[src/rtl/tx_byte_fifo.sv]
// ---------------------------------------------------------------------------
// tx_byte_fifo
//   Byte FIFO between the CPU TX staging buffer (tx_cpu_buf) and the TX
//   serializer. It accepts one byte per clock from the staging buffer and
//   returns has_space as that buffer's fifo_has_space input. It presents
//   bytes first-word-fall-through on a valid/ready port and reports the
//   current fill level.
//
//   Optional feature: define TX_FIFO_WATERMARK_EN to make low_water a
//   registered "level <= LOW_WATER" flag, which the CPU side uses as its
//   refill interrupt source. If the macro is undefined, low_water is tied
//   to 0 and the LOW_WATER parameter is ignored.
//
// Parameters
//   ADDR_W     log2 of the depth, DEPTH = 1 << ADDR_W (ADDR_W >= 1)
//   LOW_WATER  low-water threshold in bytes, 0..DEPTH
//
// Ports
//   clk        single clock; all logic runs on the rising edge
//   reset_n    synchronous active-low reset; has priority over flush
//   flush      synchronous clear of the FIFO contents
//   in_data    byte offered by the staging buffer
//   in_valid   the staging buffer is offering a byte
//   has_space  the FIFO can accept in_data this cycle
//   out_data   head byte; its value is don't-care while out_valid = 0
//   out_valid  a head byte is present
//   out_ready  the serializer takes the head byte this cycle
//   level      number of bytes stored, 0..DEPTH
//   low_water  level <= LOW_WATER (only with TX_FIFO_WATERMARK_EN)
// ---------------------------------------------------------------------------
module tx_byte_fifo #(
  parameter int ADDR_W    = 4,
  parameter int LOW_WATER = 4
) (
  input  logic              clk,
  input  logic              reset_n,
  input  logic              flush,
  input  logic [7:0]        in_data,
  input  logic              in_valid,
  output logic              has_space,
  output logic [7:0]        out_data,
  output logic              out_valid,
  input  logic              out_ready,
  output logic [ADDR_W:0]   level,
  output logic              low_water
);

  localparam int              DEPTH      = 1 << ADDR_W;
  localparam logic [ADDR_W:0] FULL_LEVEL = (ADDR_W + 1)'(DEPTH);

  logic [7:0]        r_mem [DEPTH];
  logic [ADDR_W-1:0] r_wr_ptr;
  logic [ADDR_W-1:0] r_rd_ptr;
  logic [ADDR_W:0]   r_level;
  logic [ADDR_W:0]   w_level_next;
  logic              w_push;
  logic              w_pop;

  // has_space is built only from the registered level and the two
  // sideband inputs. As a result, no combinational path runs from out_ready
  // back to the staging buffer. A full FIFO that pops this cycle opens up
  // space only in the following cycle.
  assign has_space = reset_n & ~flush & (r_level != FULL_LEVEL);
  assign out_valid = reset_n & (r_level != '0);
  assign out_data  = r_mem[r_rd_ptr];
  assign level     = r_level;

  assign w_push = in_valid & has_space;
  assign w_pop  = out_valid & out_ready;

  always_comb begin
    // NOTE: a default assignment before the conditional updates keeps this
    // block purely combinational; without it, a latch would be inferred.
    w_level_next = r_level;
    if (w_push && !w_pop) begin
      w_level_next = r_level + 1'b1;
    end else if (!w_push && w_pop) begin
      w_level_next = r_level - 1'b1;
    end
  end

  // NOTE: the storage array has no reset. Every slot is written before it
  // can be read, because out_valid depends on the level. Leaving reset out
  // also allows the array to map onto RAM.
  always_ff @(posedge clk) begin
    if (w_push) begin
      r_mem[r_wr_ptr] <= in_data;
    end
  end

  // NOTE: all state registers use non-blocking assignments. Every flop then
  // samples its pre-edge value, whatever the order of evaluation.
  always_ff @(posedge clk) begin
    if (!reset_n) begin
      r_wr_ptr <= '0;
      r_rd_ptr <= '0;
      r_level  <= '0;
    end else if (flush) begin
      // A push cannot happen here because has_space is low. A pop in this
      // cycle is dropped on purpose.
      r_wr_ptr <= '0;
      r_rd_ptr <= '0;
      r_level  <= '0;
    end else begin
      // The pointers are exactly ADDR_W bits wide, so they wrap from
      // DEPTH-1 to 0 without any extra logic.
      if (w_push) r_wr_ptr <= r_wr_ptr + 1'b1;
      if (w_pop)  r_rd_ptr <= r_rd_ptr + 1'b1;
      r_level <= w_level_next;
    end
  end

`ifdef TX_FIFO_WATERMARK_EN
  localparam logic [ADDR_W:0] LW_THRESH = (ADDR_W + 1)'(LOW_WATER);

  logic r_low_water;

  // The flag is computed from the next level, so it agrees with level in
  // the same cycle.
  always_ff @(posedge clk) begin
    if (!reset_n || flush) begin
      r_low_water <= 1'b1;
    end else begin
      r_low_water <= (w_level_next <= LW_THRESH);
    end
  end

  assign low_water = r_low_water;
`else
  // The threshold has no effect in this build. Referencing it here keeps
  // the parameter visibly consumed.
  logic w_unused_low_water;
  assign w_unused_low_water = (LOW_WATER != 0);
  assign low_water          = 1'b0;
`endif

endmodule

[config.mk]
export PLATFORM = sky130hd
export DESIGN_NAME = tx_byte_fifo
export DESIGN_NICKNAME = d
export VERILOG_FILES = /design/src/rtl/tx_byte_fifo.sv
export SDC_FILE = /design/constraint.sdc
export NUM_CORES = 1
export LEC_CHECK = 0
export CAP_MARGIN = 15
export CELL_PAD_IN_SITES_DETAIL_PLACEMENT = 1
export CELL_PAD_IN_SITES_GLOBAL_PLACEMENT = 1
export CORE_MARGIN = 1
export CORE_UTILIZATION = 40
export DETAILED_ROUTE_END_ITERATION = 16
export PLACE_DENSITY = 0.72
export SYNTH_ARGS = -nofsm -noshare
export SYNTH_HDL_FRONTEND = slang
export SYNTH_SLANG_ARGS = --single-unit
[constraint.sdc]
create_clock -name clk -period 8.92 [get_ports clk]
set_clock_uncertainty 0.2 [all_clocks]
set_input_delay 2.23 -clock clk [delete_from_list [all_inputs] [get_ports clk]]
set_output_delay 2.23 -clock clk [all_outputs]
set_load 0.005 [all_outputs]
==> results of run 1 <==
[through the flow]
| stage | util | std cells | cell area (sq um) |
|---|---|---|---|
| after detailed placement | 0.445 | 505 | 6250 |
| final | 0.486 | 537 | 6820 |
| after CTS | 0.486 | 537 | 6820 |
| after global routing | 0.486 | 537 | 6820 |
| after global placement | 0.445 | 505 | 6250 |
| after floorplan | - | 311 | 5800 |
[cells in the final DEF (no fill, tap or decap), types with 2 or more instances in the layout]
master           count
edfxtp_1           128
clkbuf_16           17
bufinv_16            2
nand2_1              9
nor2b_1              2
mux4_2              32
buf_4                2
xnor2_1              3
nand3_1              4
clkinvlp_4           3
a211o_1              2
a211oi_1             2
and3_1               5
nor3b_1              2
clkbuf_1             2
inv_1                6
clkbuf_8             2
mux2i_1              4
a21oi_1              5
nor2_1              16
and2_1              13
dfxtp_1             16
clkinv_2             6
clkdlybuf4s50_1     27
ha_1                 9
xor2_1               4
a22oi_1             16
nor3_1               3
[worst max-delay path, delay by kind of cell]
family	cells	cell delay, ns
AOI/OAI and AO/OA	1	0.25
buffers and inverters	2	1.09
and+or+nand+nor	1	0.41
[routing by layer]
metal / up-vias / share of wire / routed length (microns)
li1: 1306 / - / -
met1: 1487 / 0.43 / 4880
met2: 66 / 0.51 / 5840
met3: 16 / 0.040 / 458
met4: 0 / 0.018 / 204
met5: - / 0 / 0
[sequential cells by signal (all words and copies together), names as in the netlist, named ones only]
register and count:
level 5, r_mem 128, r_rd_ptr 4, r_wr_ptr 4
[path summary, 6_finish.rpt]
check,depth (start not counted),slack (ns),endpoint
worst max-delay path,4,2.51,has_space
worst min-delay path,2,0.36,level[3]
worst max register to register,9,5.95,level[4]
worst min register to register,2,0.36,level[3]
[synthesized netlist by cell type, types with 2 or more instances]
| cell type | n |
|---|---|
| ha_1 | 9 |
| nand3_1 | 4 |
| and2_1 | 13 |
| a22oi_1 | 16 |
| nor2b_1 | 2 |
| buf_1 | 3 |
| mux2i_1 | 4 |
| nor2_1 | 16 |
| a211oi_1 | 2 |
| a211o_1 | 2 |
| nor3_1 | 3 |
| inv_1 | 6 |
| mux4_2 | 32 |
| xnor2_1 | 3 |
| a21oi_1 | 5 |
| xor2_1 | 4 |
| dfxtp_1 | 17 |
| nor3b_1 | 2 |
| and3_1 | 5 |
| clkbuf_1 | 5 |
| edfxtp_1 | 128 |
| nand2_1 | 9 |
| buf_2 | 6 |
[power groups by stage]
| stage | combinational, mW | sequential [mW] | clock, mW |
|---|---|---|---|
| 5_1_grt | 0.0574 | 0.745 | 0.721 |
| 2_1_floorplan | 0.0277 | 0.758 | 0 |
| 3_3_place_gp | 0.0502 | 0.759 | 0 |
| 6_report | 0.0520 | 0.745 | 0.684 |
| 4_1_cts | 0.0528 | 0.745 | 0.696 |
| 3_5_place_dp | 0.0525 | 0.759 | 0 |
[layout make-up]
class	instances	area share
well taps	180	0.0330
repair buffers	29	0.0418
inverters	6	0.00330
multi-input cells	145	0.224
clock inverters	11	0.0165
clock buffers	21	0.0675
flip-flops and latches	145	0.614
[cell families after synthesis]
| group | count (synthesis) |
|---|---|
| compound gates | 34 |
| xor+xnor | 7 |
| fa+ha+maj | 10 |
| buf+inv | 21 |
| flops | 145 |
| mux | 36 |
| other cells | 1 |
| simple gates | 57 |
==> run_results.csv, run 1 <==
group,metric,value,unit
outcome,outcome,"completed",
floorplan,dieArea,15000,sq um
layout,area_growth,17.5,%
critical_path,critical_path.most_common_cell,"clkdlybuf4s50_1",
clock_tree,post-cts-setup-buffer-count,0,
synth,async_flop_share,0,
global_route,use_met2,0.287,
clock_tree,htree_num_levels,4,
clock_tree,ctsHoldBuffers,0,
layout,drive_above_1_share,0.199,
sta,hold_viol,0,
drt,dr.pass1.iters,4,
sta,worst_pin_slew,0.824,ns
synth,synth_compound_area_frac,0.0453,
global_route,grt_max_degree,33,
synth,synth_adder_area_share,0.0229,
clock_tree,clock-root-buffer,"clkbuf_16",
synth,synthSimpleGateAreaFrac,0.0530,
sta,rsz0062_at_grt,"no",
min_path,min_from,"level[3]",
synth,synth_fp_nets,334,
critical_path,cp.required,6.49,ns
sta,slew_viol_final,0,
pwr,p_seq_frac,0.503,
pwr,ir_drop,133,uV
drt,vias,2875,
sta,setup_viol,0,
synth,ys_seq_area_frac,0.721,
critical_path,crit_arrival,3.98,ns
pwr,power,1.48,mW
synth,synth-seq-cells,145,
clock_tree,cts_buffers,17,
floorplan,die_width,122,microns
floorplan,row_count,43,
placed_design,routabilityCongestion,0.767,
pwr,combPwrFrac,0.035,
synth,synth-main-ff-cell,"edfxtp_1",
drt,drtIter0Drc,191,
pwr,p_leak,2.21,nW
pwr,p_switching,292,uW
synth,yosysWarnings,0,
pwr,p_int,1.19,mW
critical_path,crit_path_max_fanout,19,
clock_tree,clk-insertion-delay-late,0.42,ns
global_route,gr-usage-met3,0.0525,
drt,drt_drc_violations_left,0,
synth,synth_largest_area_cell,"edfxtp_1",
synth,syn_inst,311,
placed_design,dpl.hpwl,7030,microns
synth,synth_top_area_frac,0.662,
global_route,grt_pass1_vias,3085,
critical_path,worstReg2RegStart,"level[0]",
run,maxCapViolations,0,
global_route,met1_usage,0.210,
layout,regArea,4190,sq um
clock_tree,cts_max_path_buffers,2,
global_route,antenna_found_initial,0,
drt,avgViaCountPerCell,5.35,
clock_tree,cts_tree,"done",
floorplan,core_area,14000,sq um
synth,synthMuxAreaShare,0.131,
min_path,hp-class,"flop to flop",
global_route,grt-busiest-layer,"met2",
synth,synth_top_family_by_area,"multiplexers",
synth,syn_avg_cell_area,18.7,sq um
sta,finalCriticalPeriod,6.41,ns
global_route,grt.overflow.total,0,
clock_tree,ctsResizeCount,0,
global_route,grt_usage,0.173,
sta,clock.fmax,0.156,GHz
layout,n_fill_cell,1287,
floorplan,initial_core_util,0.413,
synth,netlist_area,5800,sq um
drt,wl,11400,microns
critical_path,crit_start,"reset_n",
clock_tree,clock_sinks,145,
synth,synth_area_leaders,"edfxtp_1, mux4_2, dfxtp_1",
sta,fin_setup_tns,0,ns
sta,worst_slack,2.51,ns
layout,multi_input_area,1530,sq um
placed_design,pre_cts_slack,2.50,ns
pwr,powerDensity,217,nW/um^2
clock_tree,cts.clk_slew.worst_paths,0.06,ns
drt,wl_per_cell,21.2,microns
critical_path,crit_path_end_kind,"output port",
critical_path,worstPathCellList,"clkdlybuf4s50_1, nand2b_1, a21oi_1, clkdlybuf4s50_1",
sta,min_period_over_period,0.719,
layout,final_nets,367,
critical_path,crit_type,"primary input to output port",
critical_path,cp_slowest_cell,"clkdlybuf4s50_1",
drt,ant_nets,0,
pwr,swShare,0.197,
placed_design,numPortBuffers,27,
sta,hold-worst-slack,0.360,ns
global_route,grt_pass1_wl,17600,microns
layout,antenna_cells,0,
pwr,p_clk_frac,0.462,
floorplan,io_pins,29,
critical_path,slowest_delay,0.56,ns
synth,synth-edff-count,128,
synth,synth-xor-area-share,0.0106,
critical_path,critPathLaunchType,"primary input",
sta,relSlewSlack,0.449,
floorplan,die_h,122,microns
synth,synth_cell_types,38,
(Power assumes the default switching activity.)
==> run 2: changes to the inputs <==
PLACE_DENSITY = 0.74   (was 0.72)
clock period = 5.5 ns   (was 8.92 ns; I/O delays follow)
==> run 2 against run 1 <==
Effect of this change:
- clock power grew 49%
- critical path depth rose by 1
- total power up 56%
- first-iteration DRC count up 6.3%
- design area is 0.59% lower
- sequential cell count did not move
- count of clock-buffer cells in the layout increased by 2
- global-route usage rose by 0.69 points
- sequential share of layout area rose by 0.36 points
- combinational power is 64% higher
- highest routed layer unchanged
- die area unchanged
- worst setup slack got worse by 1.3 ns
==> run_results.csv, run 2 (synthesized netlist as in run 1, its figures left out) <==
group,metric,value,unit
outcome,outcome,"completed",
layout,area_growth,16.8,%
pwr,p_leak,2.19,nW
placed_design,dpl.hpwl,7570,microns
sta,worst_pin_slew,0.780,ns
drt,avgViaCountPerCell,5.42,
clock_tree,htree_num_levels,4,
sta,clock.fmax,0.233,GHz
drt,drt_drc_violations_left,0,
clock_tree,clock_sinks,145,
clock_tree,cts_buffers,17,
sta,setup_viol,0,
placed_design,place_area,6270,sq um
sta,relSlewSlack,0.479,
floorplan,die_width,122,microns
critical_path,crit_path_max_fanout,18,
layout,drive_above_1_share,0.182,
placed_design,routabilityCongestion,0.722,
sta,rsz0062_at_grt,"no",
sta,hold_viol,0,
critical_path,crit_type,"flop to output port",
drt,drtIter0Drc,203,
layout,fin_area,6780,sq um
run,maxCapViolations,0,
floorplan,initial_core_util,0.413,
sta,min_period_over_period,0.780,
layout,largest_reg_flops,128,
floorplan,die_h,122,microns
clock_tree,clk-insertion-delay-late,0.41,ns
critical_path,crit_arrival,2.72,ns
floorplan,dieArea,15000,sq um
sta,fin_setup_tns,0,ns
layout,antenna_cells,0,
clock_tree,cts_max_path_buffers,2,
clock_tree,post-cts-setup-buffer-count,0,
critical_path,rr_worst_depth,9,
sta,finalCriticalPeriod,4.29,ns
global_route,antenna_found_initial,0,
clock_tree,ctsResizeCount,0,
clock_tree,ctsHoldBuffers,0,
global_route,grt_pass1_vias,3160,
layout,reg_top3,"r_mem (128), level (5)",
global_route,grt_usage,0.180,
clock_tree,clock-root-buffer,"clkbuf_16",
pwr,powerDensity,341,nW/um^2
sta,slew_viol_final,0,
global_route,grt_pass1_wl,18700,microns
layout,regMostFlops,"r_mem",
critical_path,crit_path_end_kind,"output port",
drt,dr.pass1.iters,4,
clock_tree,cts.clk_slew.worst_paths,0.05,ns
drt,ant_nets,0,
drt,wl,12100,microns
critical_path,critPathLaunchType,"flop",
floorplan,row_count,43,
global_route,grt.overflow.total,0,
min_path,whs_path_depth,2,
placed_design,numPortBuffers,27,
global_route,grt_max_degree,33,
drt,wl_per_cell,22.5,microns
clock_tree,cts_tree,"done",
floorplan,core_area,14000,sq um
floorplan,io_pins,29,
layout,final_nets,368,
pwr,ir_drop,216,uV
min_path,hp-class,"flop to flop",
drt,vias,2911,
layout,mostFrequentLayoutCells,"edfxtp_1, mux4_2, clkdlybuf4s50_1, clkbuf_16",
layout,final_common_cell,"edfxtp_1",
critical_path,cp.required,3.92,ns
run 2: changes by cell type in the layout (fill, tap and decap cells not counted):
cell	previous run	this run
buf_12	0	1
bufinv_16	2	1
clkbuf_8	2	0
clkbuf_1	2	6
clkinv_1	0	2
clkinvlp_4	3	1
clkinv_2	6	4
run 2: final timing paths:
kind / startpoint / end / slack [ns]
max: flop / out_data[1] / 1.21
min: level[3] / level[3] / 0.38
max reg2reg: level[0] / level[4] / 2.48
min reg2reg: level[3] / level[3] / 0.38
run 2: per-stage QoR:
stage / power, mW / setup WS (ns) / std cells / hold slack (ns) / util
after detailed placement: 1.32 / 1.17 / 506 / 0.374 / 0.446
after global placement: 1.31 / 1.28 / 506 / 0.345 / 0.446
after CTS: 2.33 / 1.12 / 537 / 0.392 / 0.483
final: 2.31 / 1.21 / 537 / 0.380 / 0.483
after global routing: 2.38 / 0.982 / 537 / 0.430 / 0.483
after floorplan: 1.27 / 1.98 / 311 / 0.307 / -
run 2: per-layer routing:
| metal | part of all wire | track usage | vias to the layer above |
|---|---|---|---|
| met5 | 0 | 0 | - |
| met4 | 0.0051 | 0.0518 | 0 |
| met3 | 0.048 | 0.0567 | 6 |
| met2 | 0.54 | 0.301 | 80 |
| met1 | 0.41 | 0.223 | 1517 |
| li1 | - | - | 1308 |
run 2: worst max-delay path, cell delays in order, from the launching register on:
cell             delay, ns
dfxtp_2               0.69
buf_12                0.27
mux4_2                0.54
a22oi_1               0.26
nand2_1               0.08
clkdlybuf4s50_1       0.44
run 2: layout make-up:
cell class / count / area [sq um]
multi-input cells: 145 / 1530
clock buffers: 23 / 448
repair buffers: 30 / 305
inverters: 6 / 22.5
well taps: 180 / 225
flip-flops and latches: 145 / 4190
clock inverters: 8 / 65.1
fillers: 1293 / 7260
run 2: power breakdown:
part           switching, mW  total (mW)  internal (mW)
Clock                  0.404        1.02          0.612
Combinational         0.0452      0.0855         0.0403
Sequential           0.00723        1.21           1.20
